## config.mk

```make
export PLATFORM = sky130hd
export DESIGN_NAME = move_controller
export DESIGN_NICKNAME = d
export VERILOG_FILES = /design/src/rtl/move_controller.sv
export SDC_FILE = /design/constraint.sdc
export NUM_CORES = 1
export LEC_CHECK = 0
export ABC_CLOCK_PERIOD_IN_PS = 1800
export CAP_MARGIN = 20
export CELL_PAD_IN_SITES_DETAIL_PLACEMENT = 0
export CELL_PAD_IN_SITES_GLOBAL_PLACEMENT = 2
export CORE_MARGIN = 2
export CORE_UTILIZATION = 30
export DETAILED_ROUTE_END_ITERATION = 8
export GPL_TIMING_DRIVEN = 0
export PLACE_DENSITY_LB_ADDON = 0.2
export SYNTH_ARGS = -nofsm -noshare
export SYNTH_HDL_FRONTEND = slang
export SYNTH_SLANG_ARGS = --single-unit
```

## constraint.sdc

```tcl
create_clock -name frame_clk -period 1.8 [get_ports frame_clk]
set_input_delay 0.54 -clock frame_clk [delete_from_list [all_inputs] [get_ports frame_clk]]
set_output_delay 0.54 -clock frame_clk [all_outputs]
set_load 0.01 [all_outputs]
```

## src/rtl/move_controller.sv

```systemverilog
// Connect Four move controller: turns raw keycodes into one-shot cursor moves and
// acknowledged single-cycle piece drops, alternating colours between players.
module move_controller #(
  parameter int         NUM_COLS    = 7,
  parameter int         NUM_ROWS    = 6,
  parameter logic [7:0] KEY_LEFT    = 8'h50,
  parameter logic [7:0] KEY_RIGHT   = 8'h4F,
  parameter logic [7:0] KEY_DROP    = 8'h2C,
  parameter int         ACK_TIMEOUT = 4
) (
  input  logic                frame_clk,
  input  logic                Reset,
  input  logic [7:0]          keycode,
  input  logic [NUM_COLS-1:0] col_full,
  input  logic                game_over,
  input  logic                drop_done,
  output logic                drop_valid,
  output logic [2:0]          drop_col,
  output logic                drop_red,
  output logic [2:0]          cursor_col,
  output logic                turn_red,
  output logic [5:0]          move_count,
  output logic                invalid_move,
  output logic                locked
);

  localparam logic [5:0] BOARD_CELLS = 6'(NUM_COLS * NUM_ROWS);
  localparam logic [2:0] LAST_COL    = 3'(NUM_COLS - 1);
  localparam logic [2:0] HOME_COL    = 3'(NUM_COLS / 2);
  localparam logic [7:0] TIMER_LAST  = 8'(ACK_TIMEOUT - 1);

  typedef enum logic [1:0] {IDLE, ISSUE, WAIT_ACK, LOCKED} state_t;

  state_t     state_reg, state_next;
  logic [7:0] prev_key_reg;
  logic [2:0] cursor_reg, cursor_next;
  logic [2:0] drop_col_reg, drop_col_next;
  logic       drop_red_reg, drop_red_next;
  logic       turn_red_reg, turn_red_next;
  logic [5:0] move_count_reg, move_count_next;
  logic       invalid_reg, invalid_next;
  logic [7:0] timer_reg, timer_next;
  logic       key_new, key_left, key_right, key_drop, take_ack;

  // Only a change of keycode counts, so a held key fires once.
  assign key_new   = (keycode != prev_key_reg);
  assign key_left  = key_new && (keycode == KEY_LEFT);
  assign key_right = key_new && (keycode == KEY_RIGHT);
  assign key_drop  = key_new && (keycode == KEY_DROP);

  always_ff @(posedge frame_clk or posedge Reset) begin
    if (Reset) begin
      state_reg      <= IDLE;
      prev_key_reg   <= 8'h00;
      cursor_reg     <= HOME_COL;
      drop_col_reg   <= 3'd0;
      drop_red_reg   <= 1'b0;
      turn_red_reg   <= 1'b1;
      move_count_reg <= 6'd0;
      invalid_reg    <= 1'b0;
      timer_reg      <= 8'd0;
    end else begin
      state_reg      <= state_next;
      prev_key_reg   <= keycode;
      cursor_reg     <= cursor_next;
      drop_col_reg   <= drop_col_next;
      drop_red_reg   <= drop_red_next;
      turn_red_reg   <= turn_red_next;
      move_count_reg <= move_count_next;
      invalid_reg    <= invalid_next;
      timer_reg      <= timer_next;
    end
  end

  always_comb begin
    state_next      = state_reg;
    cursor_next     = cursor_reg;
    drop_col_next   = drop_col_reg;
    drop_red_next   = drop_red_reg;
    turn_red_next   = turn_red_reg;
    move_count_next = move_count_reg;
    invalid_next    = 1'b0;
    timer_next      = timer_reg;
    take_ack        = 1'b0;

    case (state_reg)
      IDLE: begin
        if (game_over) begin
          state_next = LOCKED;
        end else if (key_left) begin
          cursor_next = (cursor_reg == 3'd0) ? LAST_COL : cursor_reg - 3'd1;
        end else if (key_right) begin
          cursor_next = (cursor_reg == LAST_COL) ? 3'd0 : cursor_reg + 3'd1;
        end else if (key_drop) begin
          if (col_full[cursor_reg]) begin
            invalid_next = 1'b1;
          end else begin
            drop_col_next = cursor_reg;
            drop_red_next = turn_red_reg;
            state_next    = ISSUE;
          end
        end
      end
      ISSUE: begin
        timer_next = 8'd0;
        if (drop_done) take_ack = 1'b1;
        else           state_next = WAIT_ACK;
      end
      WAIT_ACK: begin
        // An ack arriving in the final timeout cycle still counts.
        if (drop_done) begin
          take_ack = 1'b1;
        end else if (timer_reg == TIMER_LAST) begin
          invalid_next = 1'b1;
          state_next   = IDLE;
        end else begin
          timer_next = timer_reg + 8'd1;
        end
      end
      default: ;
    endcase

    if (take_ack) begin
      turn_red_next   = ~turn_red_reg;
      move_count_next = move_count_reg + 6'd1;
      state_next      = (game_over || (move_count_next == BOARD_CELLS)) ? LOCKED : IDLE;
    end
  end

  assign drop_valid   = (state_reg == ISSUE);
  assign locked       = (state_reg == LOCKED);
  assign drop_col     = drop_col_reg;
  assign drop_red     = drop_red_reg;
  assign cursor_col   = cursor_reg;
  assign turn_red     = turn_red_reg;
  assign move_count   = move_count_reg;
  assign invalid_move = invalid_reg;

endmodule
```

==> key figures, run 1 <==
Global route
  • Residual overflow from global routing: 0
  • Combined global-route utilization of all metal layers: 0.137
  • Wire length of the first global-routing pass: between 7000 and 8000 um
  • Number of global-route vias before repair: between 1.5k and 2k
  • Largest net degree at the start of global routing: 23
  • Initial antenna violation count: 0

Timing
  • Maximum frequency from static timing analysis: a little over 0.5 GHz
  • Final critical-path setup slack: -131 ps
  • Finish-stage setup viols: 6
  • Max-slew violation total from the final report: 0
  • Slew headroom: 0.615
  • Transition time of the tightest slew-check pin: ~580 ps
  • Crit path time final: roughly 1900 ps
  • RSZ-0062 raised after global routing: yes
  • Final total negative setup slack: -728 ps
  • Final hold violation count: 0
  • Worst hold margin: between 400 and 500 ps
  • Post-route clock skew: 7.97 ps
  • Share of the clock period used by the worst path after layout: 1.07

Floorplan
  • Die area: roughly 7100 sq um
  • Die W: ~84 um
  • Placeable core area: roughly 6300 sq um
  • Starting density of the core: 0.306
  • Cell row count: 29
  • Number of placed I/O pins: 36
  • Die height: about 84 um

Power
  • Static Leak: 1.22 nW
  • Power per Cell Area: roughly 1100 nW/um^2
  • Worst supply voltage drop on vdd: 0.639 mV

Drt
  • Remaining routing DRC violations: 0
  • 1st-iter DRT viols: 38
  • Post-DR vias/cell: about 4.9
  • Total wire length: 4550 um
  • Wire length per cell after detailed routing: between 10 and 15 um
  • Vias post-DR: approximately 1.6k
  • Detail Route Antenna Nets: 0
  • Number of search-and-repair iterations in the first detailed-routing pass: 4

Place
  • Port Buffer Count: 35
  • Placer Congestion: ~0.75
  • Post-DP HPWL: 3230 um
  • Worst setup timing slack at the placement stage: -810 ps

CTS
  • TritonCTS clock tree: done
  • Max Buffers Root-to-Sink: 2
  • CTS clk-pin slew, worst paths: 70 ps
  • Clock root cell: sky130_fd_sc_hd__clkbuf_8
  • CTS Hold Bufs: 0
  • H-tree levels: 2
  • CTS buffer count: 5
  • Number of clock sinks: 33
  • Clock latency on the worst-skew pair: about 280 ps

Critical path
  • Critical path capture point type: register
  • Data required time of the critical path: 1960 ps
  • Type of the worst setup path: register to register
  • Largest incremental delay on the critical path: approximately 570 ps
  • Worst Setup Start Kind: register
  • Worst-path fanout max: 4
  • Critical Path AT: roughly 2100 ps
  • Max stage delay cell, worst path: sky130_fd_sc_hd__dfstp_2
  • Cell Chain, Critical Path: mux4_2 > mux2i_4 > nand3_4 > mux2_4

Finish
  • Ratio of cells with drive above 1 in the final layout: 0.318
  • Most frequent standard cell in the layout excluding fill and tap cells: sky130_fd_sc_hd__dfrtp_1
  • Area delta synth->final: 43.6%
  • Commonest cells after routing, fill and taps aside: 28 x sky130_fd_sc_hd__dfrtp_1, 22 x sky130_fd_sc_hd__nand2_1, 19 x sky130_fd_sc_hd__buf_4
  • Final core utilization: 0.440
  • Filler cells: 597
  • Number of nets in the final layout: approximately 280
  • Antenna fix cells: 0
  • Total area of multi-input combinational cells: 1240 sq um
  • Area used by sequential logic in the layout: between 800 and 900 sq um

Min path
  • Path class of the lowest-slack min-delay path: primary input to register

Synthesis
  • Post-synthesis instance area: 1920 sq um
  • Cells after synthesis: approximately 180
  • Number of warnings issued by yosys: 0
  • Sequential fraction of the synthesis area: 0.432
  • Number of synthesized register bits: 33
  • Number of unique standard cell types used by synthesis: 45
  • Synth Net Count: 213
  • Synthesized area divided by synthesized cell count: around 11 sq um

Outcome
  • Violations in the final reports: setup timing
  • Status: finished, violations left

Run
  • Number of maximum-capacitance constraint violations: 0
==> final timing paths <==
path / cells past startpoint / end / startpoint / slack [ps]
worst min-delay path: 1 / prev_key_reg[0] / keycode[0] / 440
worst max-delay path: 4 / drop_col[0] / cursor_col[0] / -130
max in group asynchronous: 3 / turn_red / Reset / 590
min in group asynchronous: 2 / timer_reg[1] / Reset / 620
worst min register to register: 1 / turn_red / turn_red / 500
worst max register to register: 4 / drop_col[0] / cursor_col[0] / -130
==> critical path: cells and delay by family, from the launching register on <==
kind / cells / cell delay [ps]
flops: 1 / 570
simple gates: 1 / 160
mux: 3 / 1080
==> layout make-up <==
class	instances	area share
Sequential cell	33	0.302
Inverter	11	0.0150
Multi-Input combinational cell	138	0.450
Clock inverter	2	0.00363
Timing Repair Buffer	55	0.168
Clock buffer	6	0.0263
Tap cell	77	0.0349
==> stage by stage <==
step	instances	cell area, sq um	power, mW
finish	322	2760	2.95
global route	322	2760	3.18
CTS	317	2700	2.91
global placement	294	2370	2.15
detailed placement	295	2390	2.19
floorplan	182	1920	1.74
==> Yosys cell counts (all sizes together) <==
library cell / n / share of area
a2111oi: 1 / 0.0078
a211oi: 1 / 0.0039
a21o: 1 / 0.0039
a21oi: 5 / 0.015
a221oi: 1 / 0.0078
a311oi: 1 / 0.0078
a31oi: 1 / 0.0033
and2b: 1 / 0.0039
and3b: 1 / 0.0046
dfrtp: 30 / 0.39
dfstp: 3 / 0.041
ha: 12 / 0.078
inv: 11 / 0.021
mux2: 6 / 0.035
mux2i: 6 / 0.038
mux4: 1 / 0.012
nand2: 24 / 0.047
nand2b: 2 / 0.0065
nand3: 6 / 0.018
nand3b: 1 / 0.0039
nand4: 3 / 0.0098
nor2: 13 / 0.025
nor2b: 1 / 0.0033
nor3: 4 / 0.010
nor3b: 3 / 0.012
nor4: 3 / 0.016
nor4b: 1 / 0.012
o211a: 1 / 0.0052
o211ai: 1 / 0.0039
o21ai: 8 / 0.021
o221a: 1 / 0.0059
o221ai: 1 / 0.0078
o22ai: 2 / 0.0065
o31ai: 1 / 0.0039
o41ai: 1 / 0.0046
or2b: 1 / 0.0039
or3: 2 / 0.0065
or4b: 1 / 0.0052
xnor2: 7 / 0.032
xor2: 12 / 0.055
==> layer usage <==
| layer | GRT usage | routed length (um) | vias to the layer above |
|---|---|---|---|
| met2 | 0.235 | 2310 | 31 |
| li1 | - | - | 759 |
| met5 | 0 | 0 | - |
| met3 | 0.0326 | 153 | 5 |
| met4 | 0.0352 | 43 | 0 |
| met1 | 0.173 | 2050 | 777 |
==> cell families (layout without fill, tap and decap cells) <==
family | after synthesis | in the layout | synth area share
buf+inv | 11 | 74 | 0.0215
compound gates | 27 | 27 | 0.108
mux | 13 | 13 | 0.0847
fa+ha+maj | 12 | 12 | 0.0782
xor+xnor | 19 | 19 | 0.0866
simple gates | 67 | 67 | 0.189
flops | 33 | 33 | 0.432
==> repair_timing <==
item / in CTS / in global routing
pin swaps: 6 / 10
resized for setup: 59 / 24
buffers inserted: 14 / 5
setup endpoints to repair: 26 / 13
==> report_power, final <==
part,leakage [nW],switching (mW),internal (mW),total [mW]
combinational,0.759,0.709,0.698,1.41
clock,0.0450,0.257,0.267,0.524
sequential,0.415,0.127,0.890,1.02
No activity file was read; power rests on OpenSTA's default activity.
==> run 2: changes to the inputs <==
- ABC_CLOCK_PERIOD_IN_PS: 1800 -> 1900
- CORE_UTILIZATION: 30 -> 33
- clock period: 1.8 -> 1.9 ns (I/O delays scaled with it)
==> run 2 against run 1 <==
  * The flow still finishes with violations (setup timing)
  * Utilization increased by 3.8 points
  * Die area decreased by 8.7%
  * Final area decreased by 3.5%
  * Final cell count decreased by 4.0%
==> key figures, run 2 (synthesized netlist as in run 1, its figures left out) <==
CTS
  • Max Buffers Root-to-Sink: 2 (unchanged)
  • Clock latency on the worst-skew pair: 280 ps (about the same)
  • CTS buffer count: 5 (unchanged)
  • CTS clk-pin slew, worst paths: 70 ps (about the same)
  • CTS Hold Bufs: 0 (unchanged)
  • Clock root cell: sky130_fd_sc_hd__clkbuf_8
  • TritonCTS clock tree: done
  • Number of clock sinks: 33 (unchanged)
  • H-tree levels: 2 (unchanged)

Drt
  • Vias post-DR: 1,535 (-2.4%)
  • Remaining routing DRC violations: 0 (unchanged)
  • Total wire length: 4510 um (-0.97%)
  • Detail Route Antenna Nets: 0 (unchanged)
  • Met3 WL: 179 um (+17%)
  • Routed met1 length: 2130 um (+3.9%)
  • Number of search-and-repair iterations in the first detailed-routing pass: 4 (unchanged)
  • 1st-iter DRT viols: 42 (+11%)
  • Met2 wirelength from detailed routing: 2140 um (-7.0%)
  • Wire length per cell after detailed routing: 14.6 um (+3.2%)
  • Highest signal layer in the routed design: met4
  • Post-DR vias/cell: 4.97 (+1.8%)

Power
  • Relative contribution of sequential cells to total power: 0.363 (+0.018)
  • Power per Cell Area: 1030 nW/um^2 (-3.4%)
  • Sw Share: 0.364 (-0.00665)
  • Logic pwr share: 0.438 (-0.039)
  • Switch Pwr: 1.00 mW (-8.5%)
  • Worst supply voltage drop on vdd: 0.574 mV (-10%)
  • Total power draw: 2.75 mW (-6.8%)
  • Static Leak: 1.16 nW (-4.7%)
  • Part of the power in the clock network: 0.199 (+0.021)
  • Internal cell power: 1.75 mW (-5.8%)

Critical path
  • Data required time of the critical path: 2060 ps (+100 ps)
  • Reg2Reg Depth: 4 (unchanged)
  • Setup slack of the worst register-to-register path: -50 ps (+80 ps)
  • Critical Path AT: 2120 ps (+30 ps)
  • Critical path capture point type: register
  • Type of the worst setup path: register to register
  • Cell Chain, Critical Path: mux4_2 > mux2i_4 > o221ai_2 > mux2_4
  • Crit path from: cursor_col[0]
  • Max stage delay cell, worst path: sky130_fd_sc_hd__dfstp_2
  • Worst-path fanout max: 4 (unchanged)
  • Largest incremental delay on the critical path: 580 ps (about the same)
  • Worst Setup Start Kind: register
  • Endpoint of the most critical register-to-register path: state_reg[1]
  • Capture point of the critical path: state_reg[1]
  • Startpoint of the most critical register-to-register path: cursor_col[0]

Global route
  • Wire length of the first global-routing pass: 7810 um (-0.36%)
  • Initial antenna violation count: 0 (unchanged)
  • Residual overflow from global routing: 0 (unchanged)
  • Largest net degree at the start of global routing: 23 (unchanged)
  • Combined global-route utilization of all metal layers: 0.157 (+0.0200)
  • Number of global-route vias before repair: 1,561 (-6.2%)

Finish
  • Area used by sequential logic in the layout: 835 sq um (+0.30%)
  • Number of nets in the final layout: 267 (-2.9%)
  • Antenna fix cells: 0 (unchanged)
  • Commonest cells after routing, fill and taps aside: 26 x sky130_fd_sc_hd__dfrtp_1, 23 x sky130_fd_sc_hd__nand2_1, 16 x sky130_fd_sc_hd__clkdlybuf4s50_1
  • Most frequent standard cell in the layout excluding fill and tap cells: sky130_fd_sc_hd__dfrtp_1
  • Total area of multi-input combinational cells: 1190 sq um (-4.5%)
  • Post-Layout Cell Count: 309 (-4.0%)
  • Area delta synth->final: 38.6%
  • Filler cells: 546 (-8.5%)
  • Ratio of cells with drive above 1 in the final layout: 0.266 (-0.0525)

Timing
  • Final critical-path setup slack: -54.9 ps (+76.4 ps)
  • Slew headroom: 0.640 (+0.0246)
  • Transition time of the tightest slew-check pin: 539 ps (-36.9 ps)
  • Final total negative setup slack: -220 ps (+508 ps)
  • Finish-stage setup viols: 6 (unchanged)
  • RSZ-0062 raised after global routing: yes
  • Share of the clock period used by the worst path after layout: 1.03 (-0.0440)
  • Max-slew violation total from the final report: 0 (unchanged)
  • Crit path time final: 1950 ps (+23.6 ps)
  • Post-route clock skew: 5.12 ps (-2.84 ps)
  • Maximum frequency from static timing analysis: 0.512 GHz (-1.2%)
  • Final hold violation count: 0 (unchanged)

Floorplan
  • Die area: 6450 sq um (-8.7%)
  • Die W: 80.3 um (-4.4%)
  • Starting density of the core: 0.345 (+0.0386)
  • Die height: 80.3 um (-4.4%)
  • Placeable core area: 5570 sq um (-11%)
  • Number of placed I/O pins: 36 (unchanged)
  • Cell row count: 27 (-6.9%)

Outcome
  • Violations in the final reports: setup timing
  • Status: finished, violations left

Run
  • Number of maximum-capacitance constraint violations: 0 (unchanged)

Place
  • Post-DP HPWL: 3230 um (+0.17%)
  • Worst setup timing slack at the placement stage: -809 ps (+0.608 ps)
  • Placer Congestion: 0.779 (+3.3%)
  • Port Buffer Count: 35 (unchanged)
  • Placed Cells: 290 (-1.7%)

Min path
  • Path class of the lowest-slack min-delay path: primary input to register
==> run 2: changes by cell type in the layout (fill, tap and decap cells not counted), sizes merged <==
cell / change
buf: -11
clkbuf: +2
clkdlybuf4s50: +3
clkinv: -2
==> run 2: worst min path at each step <==
| stage | from | end | slack [ps] | depth (start not counted) |
|---|---|---|---|---|
| after global placement | drop_col[1] | drop_col[1] | 480 | 1 |
| after CTS | turn_red | turn_red | 500 | 1 |
| after floorplan | timer_reg[0] | timer_reg[0] | 480 | 1 |
| after global routing | keycode[6] | prev_key_reg[6] | 450 | 1 |
| after detailed placement | drop_col[2] | drop_col[2] | 480 | 1 |
| final | keycode[6] | prev_key_reg[6] | 460 | 1 |
==> run 2: metrics by stage <==
step	instance area, sq um	hold WS, ps	utilization
after floorplan	1920	477	-
after global placement	2360	478	0.424
after detailed placement	2390	483	0.429
after CTS	2590	504	0.466
after global routing	2660	445	0.477
final	2660	457	0.477
==> run 2: repair_timing <==
item,CTS,global route
pin swaps,5,4
gates resized for setup,38,25
buffers inserted,6,5
endpoints found under the setup margin,20,15
==> run 2: layout make-up <==
| cell class | instances | area share |
|---|---|---|
| Multi-Input combinational cell | 138 | 0.446 |
| Sequential cell | 33 | 0.314 |
| Timing Repair Buffer | 47 | 0.157 |
| Clock buffer | 8 | 0.0339 |
| Tap cell | 72 | 0.0339 |
| Inverter | 11 | 0.0155 |
==> run 2: per-layer routing <==
metal | global-route usage | up-vias
li1 | - | 741
met1 | 0.213 | 757
met2 | 0.251 | 31
met3 | 0.0360 | 6
met4 | 0.0407 | 0
met5 | 0 | -
==> run 2: worst max-delay path, delay by kind of cell (launching register included) <==
kind           cells  cell delay, ps
multiplexers       3            1100
AO/OA/AOI/OAI      1             160
flip-flops         1             580
==> run 2: power by group through the flow <==
stage,registers (mW),clock network [mW],logic [mW]
6_report,0.997,0.546,1.20
5_1_grt,1.03,0.617,1.32
4_1_cts,0.991,0.580,1.16
3_5_place_dp,1.01,0,1.06
3_3_place_gp,0.994,0,1.05
2_1_floorplan,1.01,0,0.644
